==> src/rtl/op_dispatch_sched.sv <==
// Operation dispatcher: pops packets from the input FIFO and hands each one to an
// idle, ready compute engine chosen round-robin; tracks engine busy until done.
module op_dispatch_sched #(
  parameter int DATA_WIDTH = 32,
  parameter int NUM_MODES  = 3,
  parameter int RES_WIDTH  = 4,
  parameter int NUM_ENG    = 4
) (
  input  logic                  clk,
  input  logic                  rst,
  input  logic                  op_pkt_available,
  input  logic [DATA_WIDTH-1:0] in_fifo_data_i,
  input  logic [NUM_MODES-1:0]  in_fifo_mode_i,
  input  logic [RES_WIDTH-1:0]  in_fifo_res_i,
  output logic                  fifo_pop,
  output logic [NUM_ENG-1:0]    eng_valid,
  output logic [DATA_WIDTH-1:0] eng_data,
  output logic [NUM_MODES-1:0]  eng_mode,
  output logic [RES_WIDTH-1:0]  eng_res,
  input  logic [NUM_ENG-1:0]    eng_ready,
  input  logic [NUM_ENG-1:0]    eng_done,
  output logic [NUM_ENG-1:0]    eng_busy,
  output logic                  sched_idle,
  output logic [15:0]           disp_cnt
);

  localparam int PTR_W = $clog2(NUM_ENG);
  localparam logic [NUM_ENG-1:0] ENG_ONE = NUM_ENG'(1);
  localparam logic [PTR_W:0] ENG_COUNT = (PTR_W + 1)'(NUM_ENG);
  localparam logic [PTR_W-1:0] ENG_LAST = PTR_W'(NUM_ENG - 1);

  typedef enum logic [1:0] {
    IDLE,
    WAIT,
    ARB,
    SEND
  } state_t;

  state_t                state;
  logic [PTR_W-1:0]      rr_ptr;
  logic [PTR_W-1:0]      sel_idx;
  logic [DATA_WIDTH-1:0] hold_data;
  logic [NUM_MODES-1:0]  hold_mode;
  logic [RES_WIDTH-1:0]  hold_res;

  logic [NUM_ENG-1:0]    elig;
  logic                  arb_found;
  logic [PTR_W-1:0]      arb_idx;
  logic [PTR_W:0]        cand;
  logic                  handshake;
  logic [NUM_ENG-1:0]    busy_set;
  logic [NUM_ENG-1:0]    busy_next;
  logic [PTR_W-1:0]      rr_next;

  // Busy is read as registered, so a done arriving this cycle does not make
  // its engine eligible until the following cycle.
  always_comb begin
    elig      = ~eng_busy & eng_ready;
    arb_found = 1'b0;
    arb_idx   = '0;
    cand      = '0;
    for (int i = 0; i < NUM_ENG; i++) begin
      cand = {1'b0, rr_ptr} + (PTR_W + 1)'(i);
      if (cand >= ENG_COUNT) begin
        cand = cand - ENG_COUNT;
      end
      if (!arb_found && elig[cand[PTR_W-1:0]]) begin
        arb_found = 1'b1;
        arb_idx   = cand[PTR_W-1:0];
      end
    end
  end

  always_comb begin
    handshake = (state == SEND) && eng_ready[sel_idx];
    busy_set  = handshake ? (ENG_ONE << sel_idx) : '0;
    busy_next = (eng_busy & ~eng_done) | busy_set;
    rr_next   = (sel_idx == ENG_LAST) ? '0 : sel_idx + 1'b1;
  end

  // The pop strobe is gated by reset so nothing leaves the FIFO while the
  // scheduler is being cleared.
  assign fifo_pop   = (state == IDLE) && op_pkt_available && !rst;
  assign sched_idle = (state == IDLE) && (eng_busy == '0) && !op_pkt_available;

  always_ff @(posedge clk) begin
    if (rst) begin
      state     <= IDLE;
      rr_ptr    <= '0;
      sel_idx   <= '0;
      hold_data <= '0;
      hold_mode <= '0;
      hold_res  <= '0;
      eng_valid <= '0;
      eng_data  <= '0;
      eng_mode  <= '0;
      eng_res   <= '0;
      eng_busy  <= '0;
      disp_cnt  <= '0;
    end else begin
      eng_busy <= busy_next;
      case (state)
        IDLE: begin
          if (op_pkt_available) begin
            state <= WAIT;
          end
        end
        WAIT: begin
          hold_data <= in_fifo_data_i;
          hold_mode <= in_fifo_mode_i;
          hold_res  <= in_fifo_res_i;
          state     <= ARB;
        end
        ARB: begin
          if (arb_found) begin
            eng_valid <= ENG_ONE << arb_idx;
            sel_idx   <= arb_idx;
            eng_data  <= hold_data;
            eng_mode  <= hold_mode;
            eng_res   <= hold_res;
            state     <= SEND;
          end
        end
        SEND: begin
          // The chosen engine is kept even if its ready drops meanwhile.
          if (handshake) begin
            rr_ptr    <= rr_next;
            disp_cnt  <= disp_cnt + 16'd1;
            eng_valid <= '0;
            state     <= IDLE;
          end
        end
        default: begin
          state <= IDLE;
        end
      endcase
    end
  end

endmodule

==> config.mk <==
export PLATFORM = sky130hd
export DESIGN_NAME = op_dispatch_sched
export DESIGN_NICKNAME = d
export VERILOG_FILES = /design/src/rtl/op_dispatch_sched.sv
export SDC_FILE = /design/constraint.sdc
export NUM_CORES = 1
export LEC_CHECK = 0
export BUFFER_PORTS_ARGS = -buffer_cell sky130_fd_sc_hd__buf_2
export CORE_UTILIZATION = 50
export CTS_BUF_LIST = sky130_fd_sc_hd__clkbuf_4
export CTS_CLUSTER_SIZE = 25
export DETAILED_ROUTE_END_ITERATION = 6
export PLACE_DENSITY = 0.85
export SYNTH_ARGS = -nofsm -noshare
export SYNTH_HDL_FRONTEND = slang
export SYNTH_SLANG_ARGS = --single-unit
==> constraint.sdc <==
create_clock -name clk -period 2.2 [get_ports clk]
set_input_delay 0.11 -clock clk [delete_from_list [all_inputs] [get_ports clk]]
set_output_delay 0.11 -clock clk [all_outputs]
set_load 0.005 [all_outputs]
==> results by group, run 1 <==
Detailed routing
  • Post-route ant nets: 0
  • Final WL: 10600 um
  • WL/cell: 14.2 um
  • DR vias/cell: 5.30
  • Via count: 3962
  • Initial DRC count: 140
  • Drt pass-1 iters: 5
  • DR DRC count: 0

Global route
  • Initial antenna violation count: 0
  • Vias in the first global route: 3807
  • First-pass GRT wire length: 17100 um
  • Global route overflow: 0
  • Largest net degree at the start of global routing: 61
  • GR Util All Layers: 24.1%

Logic synthesis
  • Post-Syn Nets: 551
  • #FFs+latches synth: 108
  • Area share of the largest cell type after synthesis: 49.9%
  • Post-Syn Area: 4340 um^2
  • Synth unique cells: 42
  • Syn_area_per_cell: 8.83 um^2
  • Post-synth top cells: dfxtp_1 (108), nand2_1 (96), a21oi_1 (56)
  • Post-synth EDFFs: 0
  • Top-count cell post-synth: dfxtp_1
  • Register area share after synthesis: 49.9%
  • Asr flop ratio synth: 0%
  • Synth area leader: dfxtp_1
  • Top FF cell, synth: dfxtp_1
  • Ys Warns: 0
  • Syn Inst Count: 491
  • Synth area leaders: dfxtp_1 (50%), mux2i_1 (9.5%), nand2_1 (8.3%)

STA
  • RSZ-0062 raised after global routing: no
  • Setup TNS: 0 ps
  • Slew @ Worst Pin: 801 ps
  • Fin. Hold Viols: 0
  • Final count of negative-setup-slack endpoints: 0
  • Worst clock skew: 27.7 ps
  • Max_slew headroom: 46.6%
  • Pins Over Slew Limit: 0
  • Fmax: 0.523 GHz
  • Final Cycle Share: 86.9%
  • Post-route minimum period: 1910 ps

Cells and area
  • NumNets Final: 697
  • Share of cells above drive strength 1: 22.4%
  • Finished Layout Cells: 747
  • Filler cells: 663
  • # diodes: 0
  • Synthesis-to-finish area growth: 28.4%

Status
  • Outcome: completed

Power and ir drop
  • Leak pwr: 0.00234 uW
  • PnR Total Power: 4650 uW
  • Power Dens Cells: 836 nW/um^2
  • Maximum VDD drop: 437 uV

Flow run
  • Max Cap Violations: 0

Setup path
  • Crit path arrival time: 2280 ps
  • Critical Path RT: 2570 ps
  • Crit path launch type: flip-flop
  • Crit. End Element: flip-flop
  • Cells along the critical path: inv_1 > ha_1 > o41a_2 > nand4_1 > a21oi_1
  • Peak per-stage delay on the critical path: 730 ps
  • CP Class: flip-flop to flip-flop
  • Critical Path Fanout Max: 40
  • Crit path max-delay cell type: o41a_2
  • FF-to-FF path depth: 5

CTS
  • Clk root buf: clkbuf_4
  • Worst-Skew Late Latency: 450 ps
  • Htree depth: 3
  • CTS Buffer Depth: 2
  • TritonCTS Sinks: 108
  • CTS tree: done
  • Clock transition at the registers of the reported paths: 160 ps
  • CTS buffer count: 9

Floorplan
  • IO Count: 115
  • Die width: 95.1 um
  • Core area: 8300 um^2
  • Die ar.: 9050 um^2
  • Die H: 95.1 um
  • Starting Density: 52.3%
  • Num rows: 33

Place
  • DP Wirelength: 6770 um
  • PortBufs: 114
  • GPL Wtd Cong: 0.951
  • Placed cell count: 687

Hold path
  • Hold Path Class: input pin to flip-flop
  • Worst hold stages: 4
==> final cells by class <==
cell class,instances,area (um^2),area share [%]
Clock buffer,9,67.6,1.21
Clock inverter,7,60.1,1.08
Inverter,12,45.0,0.809
Multi-Input combinational cell,344,2040,36.5
Sequential cell,108,2160,38.8
Tap cell,105,131,2.36
Timing Repair Buffer,162,1070,19.2
==> path summary, 6_finish.rpt <==
kind                    start            to  slack, ps
max                  state[0]    sel_idx[0]        290
min          op_pkt_available      state[0]        150
max reg2reg          state[0]    sel_idx[0]        290
min reg2reg     hold_data[29]  eng_data[29]        450
==> timing repair <==
action                    4_1_cts  5_1_grt
hold buffers                   44        0
buffers inserted                0        0
gates resized for setup         0        0
hold endpoints to repair       45        0
==> layer usage <==
| metal | track usage, % | part of all wire (%) |
|---|---|---|
| met5 | 0 | 0 |
| met2 | 42.7 | 50 |
| met3 | 5.10 | 6.2 |
| met4 | 8.84 | 1.5 |
| met1 | 28.4 | 42 |
==> logic make-up after synthesis <==
logic type	Yosys count	share of synthesized area [%]
xor+xnor	6	1.21
compound gates	80	10.5
flops	108	49.9
buf+inv	39	3.46
fa+ha+maj	10	2.89
mux	46	11.0
simple gates	202	21.1
==> power breakdown <==
part | leakage (uW) | internal, uW | total (uW) | switching [uW]
Sequential | 0.000876 | 2200 | 2350 | 149
Clock | 0.0000711 | 250 | 926 | 676
Combinational | 0.00139 | 605 | 1380 | 773
Total | 0.00234 | 3060 | 4650 | 1600
==> placed cells by master, fill, tap and decap left out, drive strengths merged, types with 3 or more instances in the layout <==
| cell type | netlist | layout |
|---|---|---|
| nand3 | 6 | 6 |
| and3 | 5 | 5 |
| nand2 | 96 | 96 |
| and2 | 3 | 3 |
| o31ai | 3 | 3 |
| dfxtp | 108 | 108 |
| nor2 | 52 | 52 |
| o21ai | 6 | 6 |
| clkinv | 0 | 5 |
| clkbuf | 22 | 9 |
| ha | 10 | 10 |
| dlygate4sd3 | 0 | 44 |
| a21oi | 56 | 56 |
| or3 | 6 | 6 |
| nor2b | 11 | 11 |
| mux2 | 4 | 4 |
| nand4 | 6 | 6 |
| or4 | 3 | 3 |
| xor2 | 5 | 5 |
| nor4 | 4 | 4 |
| inv | 12 | 14 |
| nand2b | 5 | 5 |
| buf | 5 | 118 |
| mux2i | 41 | 41 |
| o22ai | 3 | 3 |
==> stage by stage <==
stage	worst slack, ps	utilization, %	instance area (um^2)	hold WS [ps]
floorplan	400	-	4340	257
global placement	380	60.3	5000	344
detailed placement	331	60.3	5000	351
CTS	272	67.1	5570	120
global route	119	67.1	5570	129
finish	287	67.1	5570	152
==> registers in the layout, indices dropped and copies added, names as in the netlist <==
name,cells
eng_data,32
rr_ptr,2
eng_res,4
hold_res,4
state,2
sel_idx,2
eng_valid,4
eng_busy,4
disp_cnt,16
hold_mode,3
hold_data,32
eng_mode,3
==> worst max-delay path: cells and delay by family, from the launching register on <==
| family | cells | cell delay [ps] |
|---|---|---|
| adders and majority gates | 1 | 290 |
| and+or+nand+nor | 1 | 180 |
| buffers and inverters | 1 | 110 |
| AOI/OAI and AO/OA | 2 | 900 |
| DFF | 1 | 370 |
Power figures use the tool's default switching activity.
==> run 2: changes to the inputs <==
Settings changed: ABC_AREA from default to 1.
==> run 2 against run 1 <==
First-iteration DRC count up 59%. Die area up 3.4%. Hold slack worse by 90 ps. Synthesized cell count up 22%. Area after synthesis up 3.5%. Clock power down 2%. Wire length up 7.1%. Combinational power up 63%. Sequential share of layout area down 0.59 points. Critical path depth up 5. Sequential power up 25%. Critical path type unchanged. Critical endpoint is now eng_data[14]. Largest cell class unchanged.
==> results by group, run 2 <==
Status
  • Outcome: completed

Detailed routing
  • Drt pass-1 iters: 4
  • Post-route ant nets: 0
  • WL/cell: 13.2 um
  • Initial DRC count: 222
  • DR vias/cell: 5.13
  • Via count: 4402
  • DR DRC count: 0
  • Final WL: 11300 um

Setup path
  • Crit path arrival time: 2360 ps
  • Kind of cell adding the most delay to the critical path: simple AND/OR/NAND/NOR gates
  • Critical Path RT: 2590 ps
  • Crit path launch type: flip-flop
  • Worst Setup SP: rr_ptr[0]
  • Crit. End Element: flip-flop
  • Crit path buf inv count: 2
  • Peak per-stage delay on the critical path: 550 ps
  • Critical Path Fanout Max: 39
  • Critical R2R Launch: rr_ptr[0]
  • Crit path max-delay cell type: dfxtp_1
  • Cells along the critical path: inv_4 > nand3_2 > nand3_1 > nand2_2 > nand3_4 > nor2_4 > nor2_8 > inv_4 > nor2_1 > nor2_1
  • CP Class: flip-flop to flip-flop

Logic synthesis
  • Register area share after synthesis: 48.2%
  • Post-Syn Nets: 660
  • Post-synth top cells: nor2_1 (166), dfxtp_1 (108), o21ai_0 (90)
  • Syn_area_per_cell: 7.48 um^2
  • Synth area leaders: dfxtp_1 (48%), nor2_1 (14%), o21ai_0 (10%)
  • Area share of the largest cell type after synthesis: 48.2%
  • Post-Syn Area: 4490 um^2
  • Asr flop ratio synth: 0%
  • #FFs+latches synth: 108
  • Synth area leader: dfxtp_1
  • Top FF cell, synth: dfxtp_1
  • Post-synth EDFFs: 0
  • Ys Warns: 0
  • Synth unique cells: 30
  • Top-count cell post-synth: nor2_1
  • Syn Inst Count: 600

Cells and area
  • Most common cell after layout, fill and taps aside: nor2_1
  • Filler cells: 704
  • NumNets Final: 805
  • Share of cells above drive strength 1: 22.8%
  • Commonest non-fill, non-tap cells in the layout: nor2_1 (166), buf_2 (114), dfxtp_1 (108)
  • Biggest regs: eng_data: 32 flops, hold_data: 32 flops, disp_cnt: 16 flops
  • Synthesis-to-finish area growth: 26.0%
  • # diodes: 0
  • Fin area: 5660 um^2

Global route
  • Largest net degree at the start of global routing: 68
  • Vias in the first global route: 4196
  • First-pass GRT wire length: 19100 um
  • GR Util All Layers: 24.3%
  • Initial antenna violation count: 0
  • Global route overflow: 0

Place
  • Post-DP Area: 5100 um^2
  • PortBufs: 114
  • DP Wirelength: 7170 um
  • GPL Wtd Cong: 0.888

Floorplan
  • Die width: 96.7 um
  • Num rows: 34
  • Die H: 96.7 um
  • IO Count: 115
  • Core area: 8720 um^2
  • Starting Density: 51.5%
  • Die ar.: 9360 um^2

STA
  • RSZ-0062 raised after global routing: no
  • Pins Over Slew Limit: 0
  • Fmax: 0.509 GHz
  • Max_slew headroom: 62.8%
  • Post-route minimum period: 1960 ps
  • Worst clock skew: 10.0 ps
  • Final Cycle Share: 89.3%
  • Final count of negative-setup-slack endpoints: 0
  • Slew @ Worst Pin: 558 ps
  • Setup TNS: 0 ps
  • Fin. Hold Viols: 0

Hold path
  • Hold Path Class: input pin to flip-flop
  • Worst Hold Launch: rst

CTS
  • Clock transition at the registers of the reported paths: 160 ps
  • TritonCTS Sinks: 108
  • CTS buffer count: 9
  • Post-CTS setup buffers: 0
  • Worst-Skew Late Latency: 440 ps
  • CTS tree: done
  • CTS Buffer Depth: 2
  • Clk root buf: clkbuf_4
  • Htree depth: 3

Power and ir drop
  • PnR Total Power: 6090 uW
  • Leak pwr: 0.00274 uW
  • Maximum VDD drop: 608 uV
  • Power Dens Cells: 1080 nW/um^2

Flow run
  • Max Cap Violations: 0
run 2: cell count changes after synthesis, moves of 6 or more:
cell     before  now
nor2b_1      11    0
or3_1         6    0
inv_1        12   30
nor2_2        0   12
nand3_1       4   24
a21oi_1      56   26
nor2_1       52  166
nor3_1        1    9
mux2i_1      41    0
o21ai_0       6   90
nand2_1      96   66
run 2: final cells by class:
class	count	area (um^2)	share of cell area, %
Multi-Input combinational cell	428	2040	36.1
Clock buffer	9	67.6	1.19
Timing Repair Buffer	163	1060	18.8
Sequential cell	108	2160	38.2
Clock inverter	7	51.3	0.907
Inverter	35	136	2.41
Tap cell	108	135	2.39
run 2: logic make-up (layout without fill, tap and decap cells):
kind of cell,after synthesis,in the layout,synth area share (%)
buffers and inverters,64,214,6.33
adders and majority gates,10,10,2.79
xor gates and xnor gates,1,1,0.195
DFF,108,108,48.2
AOI/OAI and AO/OA,118,118,13.4
and+or+nand+nor,299,299,29.2
run 2: per-layer routing:
metal	track usage (%)	part of all wire [%]	vias to the layer above
li1	-	-	2212
met1	30.9	44	2056
met2	41.5	50	117
met3	4.48	4.4	17
met4	8.04	1.6	0
met5	0	0	-
run 2: worst reg2reg max path: stages (launching register included):
cell	delay, ps
dfxtp_1	550
inv_4	110
nand3_2	90
nand3_1	80
nand2_2	180
nand3_4	110
nor2_4	150
nor2_8	60
inv_4	360
nor2_1	110
nor2_1	120
run 2: what timing repair did:
item | CTS | global route
gates resized for setup | 0 | 1
hold buffers | 43 | 0
endpoints found under the hold margin | 43 | 0
endpoints found under the setup margin | 0 | 2
run 2: stage by stage:
| step | util, % | setup slack [ps] | hold WS, ps | cells |
|---|---|---|---|---|
| floorplan | - | 543 | 245 | 600 |
| global placement | 58.5 | 349 | 333 | 799 |
| detailed placement | 58.5 | 263 | 338 | 799 |
| CTS | 64.8 | 227 | 40.3 | 858 |
| global route | 64.9 | 72.9 | 53.9 | 858 |
| finish | 64.9 | 236 | 61.7 | 858 |
run 2: path summary, 6_finish.rpt:
| path | to | slack (ps) | cells after the start |
|---|---|---|---|
| setup / recovery | eng_data[14] | 240 | 10 |
| setup reg to reg | eng_data[14] | 240 | 10 |
| hold / removal | disp_cnt[15] | 60 | 2 |
| hold reg to reg | eng_valid[2] | 470 | 2 |
run 2: power by group:
part / total (uW) / internal, uW / switching, uW
Sequential: 2930 / 2570 / 358
Clock: 909 / 243 / 666
Combinational: 2250 / 841 / 1410
==> run 3: changes to the inputs <==
Settings changed: CELL_PAD_IN_SITES_DETAIL_PLACEMENT from default to 0, CELL_PAD_IN_SITES_GLOBAL_PLACEMENT from default to 1, CORE_MARGIN from default to 2, CORE_UTILIZATION 50 to 39, GPL_TIMING_DRIVEN from default to 0, PLACE_DENSITY 0.85 to 0.91.
==> run 3 against run 2 <==
Register-to-register slack better by 20 ps. Non-clock buffer count is 22 higher. Clock skew up 5.2 ps. Critical path depth shrank 2. Die area grew 32%. Clock power rose by 3.7%. Global-route usage is 5.8 points lower. Utilization decreased by 14 points. Largest cell class unchanged.
==> results by group, run 3 (same netlist as run 2, synthesis figures left out) <==
STA
  • Max_slew headroom: 66.1%
  • Fin. Hold Viols: 0
  • Fmax: 0.515 GHz
  • Worst clock skew: 15.3 ps
  • Final Cycle Share: 88.2%
  • Setup ws final: 259 ps
  • Post-route minimum period: 1940 ps
  • Pins Over Slew Limit: 0
  • Final count of negative-setup-slack endpoints: 0
  • RSZ-0062 raised after global routing: no
  • WHS: 64.6 ps
  • Slew @ Worst Pin: 509 ps

Cells and area
  • Commonest non-fill, non-tap cells in the layout: nor2_1 (166), buf_2 (120), dfxtp_1 (108)
  • Synthesis-to-finish area growth: 28.9%
  • NumNets Final: 827
  • FF/Latch Area: 2160 um^2
  • Filler cells: 1104
  • Biggest regs: eng_data: 32 flops, hold_data: 32 flops, disp_cnt: 16 flops
  • Share of cells above drive strength 1: 22.2%
  • # diodes: 0
  • Area of the multi-input gates: 2040 um^2
  • Most common cell after layout, fill and taps aside: nor2_1

Detailed routing
  • Drt pass-1 iters: 4
  • DR vias/cell: 4.78
  • Post-route ant nets: 0
  • Final WL: 11500 um
  • Initial DRC count: 245
  • WL/cell: 12.6 um
  • Via count: 4361
  • DR DRC count: 0

CTS
  • Clock transition at the registers of the reported paths: 140 ps
  • CTS buffer count: 9
  • Htree depth: 3
  • Clk root buf: clkbuf_4
  • TritonCTS Sinks: 108
  • Post-CTS setup buffers: 0
  • CTS Buffer Depth: 2
  • Worst-Skew Late Latency: 450 ps
  • CTS tree: done

Setup path
  • Crit path launch type: flip-flop
  • FF-to-FF path depth: 8
  • Crit path buf inv count: 5
  • Kind of cell adding the most delay to the critical path: buffers and inverters
  • Crit. End Element: flip-flop
  • Critical Path Fanout Max: 10
  • RR Endpoint: hold_data[3]
  • Cells along the critical path: inv_1 > ha_1 > clkbuf_1 > inv_1 > clkbuf_2 > buf_2 > nor2_1 > nor2_1
  • CP Class: flip-flop to flip-flop
  • Peak per-stage delay on the critical path: 370 ps
  • R2R Setup Slk: 260 ps
  • Crit path max-delay cell type: dfxtp_1
  • Critical Path RT: 2550 ps
  • Crit path arrival time: 2290 ps
  • Critical R2R Launch: state[1]

Hold path
  • Hold Path Class: input pin to flip-flop
  • Worst Hold Launch: rst
  • Worst-case hold path end point: disp_cnt[15]
  • Worst hold stages: 2

Floorplan
  • Die width: 111 um
  • Core area: 11300 um^2
  • IO Count: 115
  • Num rows: 39
  • Die H: 111 um
  • Starting Density: 39.6%
  • Die ar.: 12400 um^2

Place
  • DP Wirelength: 8230 um
  • DP Worst Slack: -44.3 ps
  • PortBufs: 113
  • GPL Wtd Cong: 0.810

Power and ir drop
  • PnR Total Power: 6160 uW
  • Power Dens Cells: 1070 nW/um^2
  • Maximum VDD drop: 634 uV
  • Leak pwr: 0.00278 uW

Global route
  • Largest net degree at the start of global routing: 16
  • Vias in the first global route: 4197
  • GR Util All Layers: 18.6%
  • Global route overflow: 0
  • Initial antenna violation count: 0
  • First-pass GRT wire length: 19000 um

Status
  • Outcome: completed

Flow run
  • Max Cap Violations: 0
[run 3: changes by cell type in the layout (fill, tap and decap cells not counted), sizes merged]
cell	change
clkbuf	+19
buf	+4
clkinv	-2
inv	-2
bufinv	+1
[run 3: routing by layer]
layer	GRT usage [%]	wire [um]	vias to the layer above
met5	0	0	-
met4	5.84	149	0
met3	4.98	594	11
met2	31.2	5480	91
met1	23.2	5250	2001
li1	-	-	2258
[run 3: how the worst max path moves through the flow]
| stage | startpoint | end | slack [ps] | depth (start not counted) |
|---|---|---|---|---|
| after global routing | sel_idx[0] | disp_cnt[14] | 20 | 9 |
| after detailed placement | state[1] | hold_res[2] | -40 | 8 |
| after CTS | state[1] | hold_res[2] | 50 | 8 |
| after floorplan | state[1] | hold_data[0] | 540 | 8 |
| final | state[1] | hold_data[3] | 260 | 8 |
| after global placement | state[1] | hold_data[1] | 90 | 8 |
[run 3: repair_timing]
item / in CTS / in global routing
hold endpoints to repair: 43 / 0
hold buffers: 43 / 0
endpoints found under the setup margin: 10 / 10
gates resized for setup: 1 / 2
[run 3: power by group]
| part | total [uW] | leakage, uW | switching (uW) | internal [uW] |
|---|---|---|---|---|
| registers | 2900 | 0.000882 | 326 | 2570 |
| logic | 2320 | 0.00183 | 1430 | 893 |
| clock network | 943 | 0.0000672 | 603 | 340 |
| total | 6160 | 0.00278 | 2360 | 3800 |
[run 3: final cells by class]
type,instances,area share (%)
buffer,29,2.60
inverter,35,2.36
tap,143,3.09
multi-input combinational,428,35.3
sequential,108,37.4
clock buffer,10,1.30
timing repair buffer,156,17.2
clock inverter,4,0.736
[run 3: per-stage QoR]
| stage | utilization (%) | instances | instance area, um^2 | setup TNS [ps] |
|---|---|---|---|---|
| after floorplan | - | 600 | 4490 | 0 |
| after global placement | 46.2 | 856 | 5230 | 0 |
| after detailed placement | 46.2 | 856 | 5230 | -331 |
| after CTS | 51.1 | 913 | 5780 | 0 |
| after global routing | 51.1 | 913 | 5780 | 0 |
| final | 51.1 | 913 | 5780 | 0 |
